`config.mk`:
```
export PLATFORM = sky130hd
export DESIGN_NAME = jtvigil_pcm_fetch
export DESIGN_NICKNAME = d
export VERILOG_FILES = /design/src/rtl/jtvigil_pcm_fetch.sv
export SDC_FILE = /design/constraint.sdc
export NUM_CORES = 1
export LEC_CHECK = 0
export ABC_AREA = 1
export CAP_MARGIN = 10
export CORE_UTILIZATION = 63
export CTS_CLUSTER_DIAMETER = 80
export DETAILED_ROUTE_END_ITERATION = 7
export PLACE_DENSITY = 0.93
export RECOVER_POWER = 25
export SLEW_MARGIN = 20
export SYNTH_ARGS = -nofsm -noshare
export SYNTH_HDL_FRONTEND = slang
export SYNTH_SLANG_ARGS = --single-unit
```
`constraint.sdc`:
```
create_clock -name clk -period 5 [get_ports clk]
set_input_delay 0.75 -clock clk [delete_from_list [all_inputs] [get_ports clk]]
set_output_delay 0.75 -clock clk [all_outputs]
set_load 0.05 [all_outputs]
```
`src/rtl/jtvigil_pcm_fetch.sv`:
```
// rtl/jtvigil_pcm_fetch.sv - two-line PCM sample word buffer with sequential prefetch
module jtvigil_pcm_fetch #(
    parameter int AW       = 16,
    parameter int PREFETCH = 1
) (
    input  logic          clk,
    input  logic          rst_n,
    input  logic          pcm_cs,
    input  logic [AW-1:0] pcm_addr,
    output logic [7:0]    pcm_data,
    output logic          pcm_ok,
    output logic          ext_req,
    output logic [AW-2:0] ext_addr,
    input  logic          ext_ack,
    input  logic [15:0]   ext_data
);
    localparam logic [AW-2:0] WORD_ONE = {{(AW-2){1'b0}}, 1'b1};

    typedef enum logic [1:0] {IDLE, DEMAND, PREF, GAP} state_t;

    state_t        state, state_nx;
    logic [1:0]    valid;
    logic [AW-2:0] tag  [2];
    logic [15:0]   data [2];
    logic          mru, victim;

    logic [AW-2:0] word, tag_hit, next_word, fill_addr;
    logic          hit0, hit1, any_hit, next_present;
    logic [15:0]   sel_word;
    logic          start_fill, fill_victim;

    assign word         = pcm_addr[AW-1:1];
    assign hit0         = valid[0] && (tag[0] == word);
    assign hit1         = valid[1] && (tag[1] == word);
    assign any_hit      = hit0 | hit1;
    assign tag_hit      = hit1 ? tag[1] : tag[0];
    assign next_word    = tag_hit + WORD_ONE;
    assign next_present = (valid[0] && (tag[0] == next_word)) ||
                          (valid[1] && (tag[1] == next_word));
    assign sel_word     = hit1 ? data[1] : data[0];
    assign pcm_data     = pcm_addr[0] ? sel_word[15:8] : sel_word[7:0];
    assign pcm_ok       = pcm_cs && any_hit;

    always_ff @(posedge clk or negedge rst_n) begin
        if (!rst_n) state <= IDLE;
        else        state <= state_nx;
    end

    // Demand misses evict the line not recently hit; prefetches evict the line not hit now.
    always_comb begin
        state_nx    = state;
        start_fill  = 1'b0;
        fill_victim = ~mru;
        fill_addr   = word;
        case (state)
            IDLE: begin
                if (pcm_cs && !any_hit) begin
                    state_nx   = DEMAND;
                    start_fill = 1'b1;
                end else if ((PREFETCH != 0) && pcm_cs && any_hit && !next_present) begin
                    state_nx    = PREF;
                    start_fill  = 1'b1;
                    fill_victim = hit0;
                    fill_addr   = next_word;
                end
            end
            DEMAND, PREF: if (ext_ack) state_nx = GAP;
            GAP:          state_nx = IDLE;
            default:      state_nx = IDLE;
        endcase
    end

    always_comb begin
        ext_req = 1'b0;
        if (state == DEMAND || state == PREF) ext_req = 1'b1;
    end

    always_ff @(posedge clk or negedge rst_n) begin
        if (!rst_n) begin
            valid    <= 2'b00;
            tag[0]   <= '0;
            tag[1]   <= '0;
            data[0]  <= '0;
            data[1]  <= '0;
            mru      <= 1'b0;
            victim   <= 1'b0;
            ext_addr <= '0;
        end else begin
            if (any_hit) mru <= hit1;
            if (start_fill) begin
                victim             <= fill_victim;
                ext_addr           <= fill_addr;
                valid[fill_victim] <= 1'b0;
            end
            if (ext_req && ext_ack) begin
                valid[victim] <= 1'b1;
                tag[victim]   <= ext_addr;
                data[victim]  <= ext_data;
            end
        end
    end
endmodule

```
==> results of run 1 <==
## cell usage after synthesis, drive strengths merged (3+ instances only)
cell type    n  area share
nor4         5      0.0052
inv        110       0.069
nand3b       4      0.0050
xor2         3      0.0044
nand4       18       0.023
nand2      334        0.22
nand3       86       0.073
o32ai        8       0.012
dfrtp       83        0.35
o21ai      120        0.11
clkbuf      17       0.011
buf         12       0.017
nor2        96       0.075
a21oi       19       0.016
## how the worst max path moves through the flow
| stage | start | to | slack, ns | cells past startpoint |
|---|---|---|---|---|
| finish | pcm_addr[10] | ext_addr[4] | 0.48 | 26 |
| global route | pcm_addr[10] | valid[1] | 0.18 | 26 |
| CTS | pcm_addr[10] | pcm_data[1] | 0.51 | 12 |
| detailed placement | pcm_addr[10] | valid[1] | 0.22 | 27 |
| global placement | pcm_addr[10] | valid[1] | 0.29 | 26 |
| floorplan | pcm_addr[7] | pcm_data[5] | 1.15 | 12 |
## cell families after synthesis
logic type / Yosys count / synth area share
AO/OA/AOI/OAI: 152 / 0.142
XOR/XNOR: 5 / 0.00729
adder cells (fa/ha/maj): 2 / 0.00416
buffers and inverters: 140 / 0.0968
flip-flops: 83 / 0.346
AND/OR/NAND/NOR: 547 / 0.405
## metal layers
metal,track usage,wire length [um],vias up
li1,-,-,3090
met1,0.581,8130,2996
met2,0.689,9310,468
met3,0.0710,2100,66
met4,0.197,834,0
met5,0,0,-
## per-stage QoR
| stage | hold WS (ns) | instance area, um^2 | util | setup WS (ns) |
|---|---|---|---|---|
| 2_1_floorplan | 0.448 | 6010 | - | 1.15 |
| 3_3_place_gp | 0.460 | 6680 | 0.723 | 0.286 |
| 3_5_place_dp | 0.475 | 6680 | 0.723 | 0.218 |
| 4_1_cts | 0.501 | 6890 | 0.746 | 0.508 |
| 5_1_grt | 0.540 | 6890 | 0.746 | 0.177 |
| 6_report | 0.504 | 6890 | 0.746 | 0.479 |
## power by group through the flow
stage	clock (mW)	combinational [mW]	sequential [mW]
2_1_floorplan	0	1.50	1.40
3_3_place_gp	0	2.25	1.29
3_5_place_dp	0	2.30	1.30
4_1_cts	0.522	2.36	1.31
5_1_grt	0.546	2.63	1.36
6_report	0.530	2.40	1.34
## critical path, delay by kind of cell
| family | cells | cell delay, ns |
|---|---|---|
| simple gates | 17 | 2.35 |
| xor+xnor | 1 | 0.21 |
| buf+inv | 6 | 1.14 |
| fa+ha+maj | 1 | 0.20 |
| compound gates | 1 | 0.08 |
## layout make-up
class	count	area share
inverter	111	0.0605
sequential	83	0.301
clock inverter	6	0.0131
clock buffer	9	0.0180
tap	129	0.0234
timing repair buffer	69	0.0963
multi-input combinational	706	0.487
## state kept, by name, indices dropped and copies added (netlist names)
name / flops
data: 32
tag: 30
ext_addr: 15
state: 2
valid: 2
mru: 1
victim: 1
==> results_dict.tcl, run 1 <==
set metrics [dict create \
    status "finished, violations left" \
    violations "max-capacitance violations, max-slew violations" \
    r2r-start "tag[9]" \
    first_global_vias 6331 \
    cts.sinks 83 \
    ys.flop_type "dfrtp_1" \
    drt_iter0_markers 632 \
    die_w_um 99.7 \
    vias 6620 \
    pwr-share-clk 0.124 \
    internal_power_mw 2.02 \
    antenna_found_initial 0 \
    overflow 0 \
    ys_ff_latch 83 \
    cpPeakStageDelay_ns 0.56 \
    ys_async_sr_fraction 1.00 \
    grt_usage 0.432 \
    fmax_mhz 221 \
    power.share.sequential 0.314 \
    n_antenna_cell 0 \
    routed_wl_um 20400 \
    synth_edf_count 0 \
    layout-drive-gt1-share 0.0976 \
    rrSetupSlack_ns 0.97 \
    rsz0062_at_grt "no" \
    core_area_mm2 0.00924 \
    cp_max_fo 17 \
    place_inst 1098 \
    clkLatencyLatePin_ns 0.36 \
    slew_violations 84 \
    drc 0 \
    num_rows 35 \
    startpoint_type "input pin" \
    cts_made_buffers 9 \
    power_mw 4.27 \
    die-area_mm2 0.00994 \
    io-pin-count 61 \
    path_clk_slew_ns 0.09 \
    hp-class "reg2reg" \
    r2r_end "ext_addr[4]" \
    synth_area_mm2 0.00601 \
    portBuffers 60 \
    root_buffer "clkbuf_8" \
    nets 1018 \
    hold_violations 0 \
    crit_required_ns 5.24 \
    avgViaCountPerCell 5.95 \
    final_cell_mix "nand2_1 (314), inv_1 (92), o21ai_0 (87)" \
    syn-num-nets 967 \
    fin_skew_ns 0.0143 \
    hpwl_um 14400 \
    whs_path_depth 2 \
    final_antenna_net_count 0 \
    ir_worst_vdd_v 0.000484 \
    power_leakage_nw 3.54 \
    endpoint_kind "flip-flop" \
    start_util 0.651 \
    grt_pass1_wl_um 32800 \
    die_y_um 99.7 \
    seqCellArea_mm2 0.00208 \
    cts_hold_buf 0 \
    cts_resized 0 \
    setup_viol 0 \
    ys_seq_area_frac 0.346 \
    layout_commonest_cell "nand2_1" \
    maxCapViolations 1 \
    post-cts-setup-buffer-count 0 \
    wire_per_inst_um 18.3 \
    critPathSlowestCell "clkdlybuf4s50_1" \
    first_pass_iters 6 \
    p_sw_mw 2.26 \
    crit_top_cell "nand2_1" \
    power_frac_comb 0.562 \
    ys_warn_count 0 \
    filler_cell_count 707 \
    synthDistinctLibCells 38 \
    holdPathEnd "data[30]" \
    worst-r2r-cell-count 25 \
    tritoncts "built" \
    relSlewSlack -0.301 \
    cts.path.max_buffers 2 \
    min_period_ns 4.52 \
    fin_tns_setup_ns 0 \
    syn_inst 929 \
    fin_crit_sh 0.904 \
    grt_max_degree 84 \
    area_delta_synth_final_pct 14.6 \
    h-tree-depth 3 \
    multi_input_area_mm2 0.00336 \
    gp_congestion 1.00 \
    min_from "data[30]" \
    final_cells 1113 \
    setup.worst_path.class "in2reg" \
    p_per_area_mw_per_mm2 620 \
    sw_frac_of_total 0.528 \
    synth_area_per_cell_um2 6.47 \
    arrival_ns 4.76 \
    tightestPinTransition_ns 1.95 \
]
Note: power is estimated with default switching activity, not from simulation.
==> run 2, diff against run 1 <==
SLEW_MARGIN = not set   (was 20)
==> results of run 2 <==
The final DEF is identical to that of run 1; final timing and power are the same.
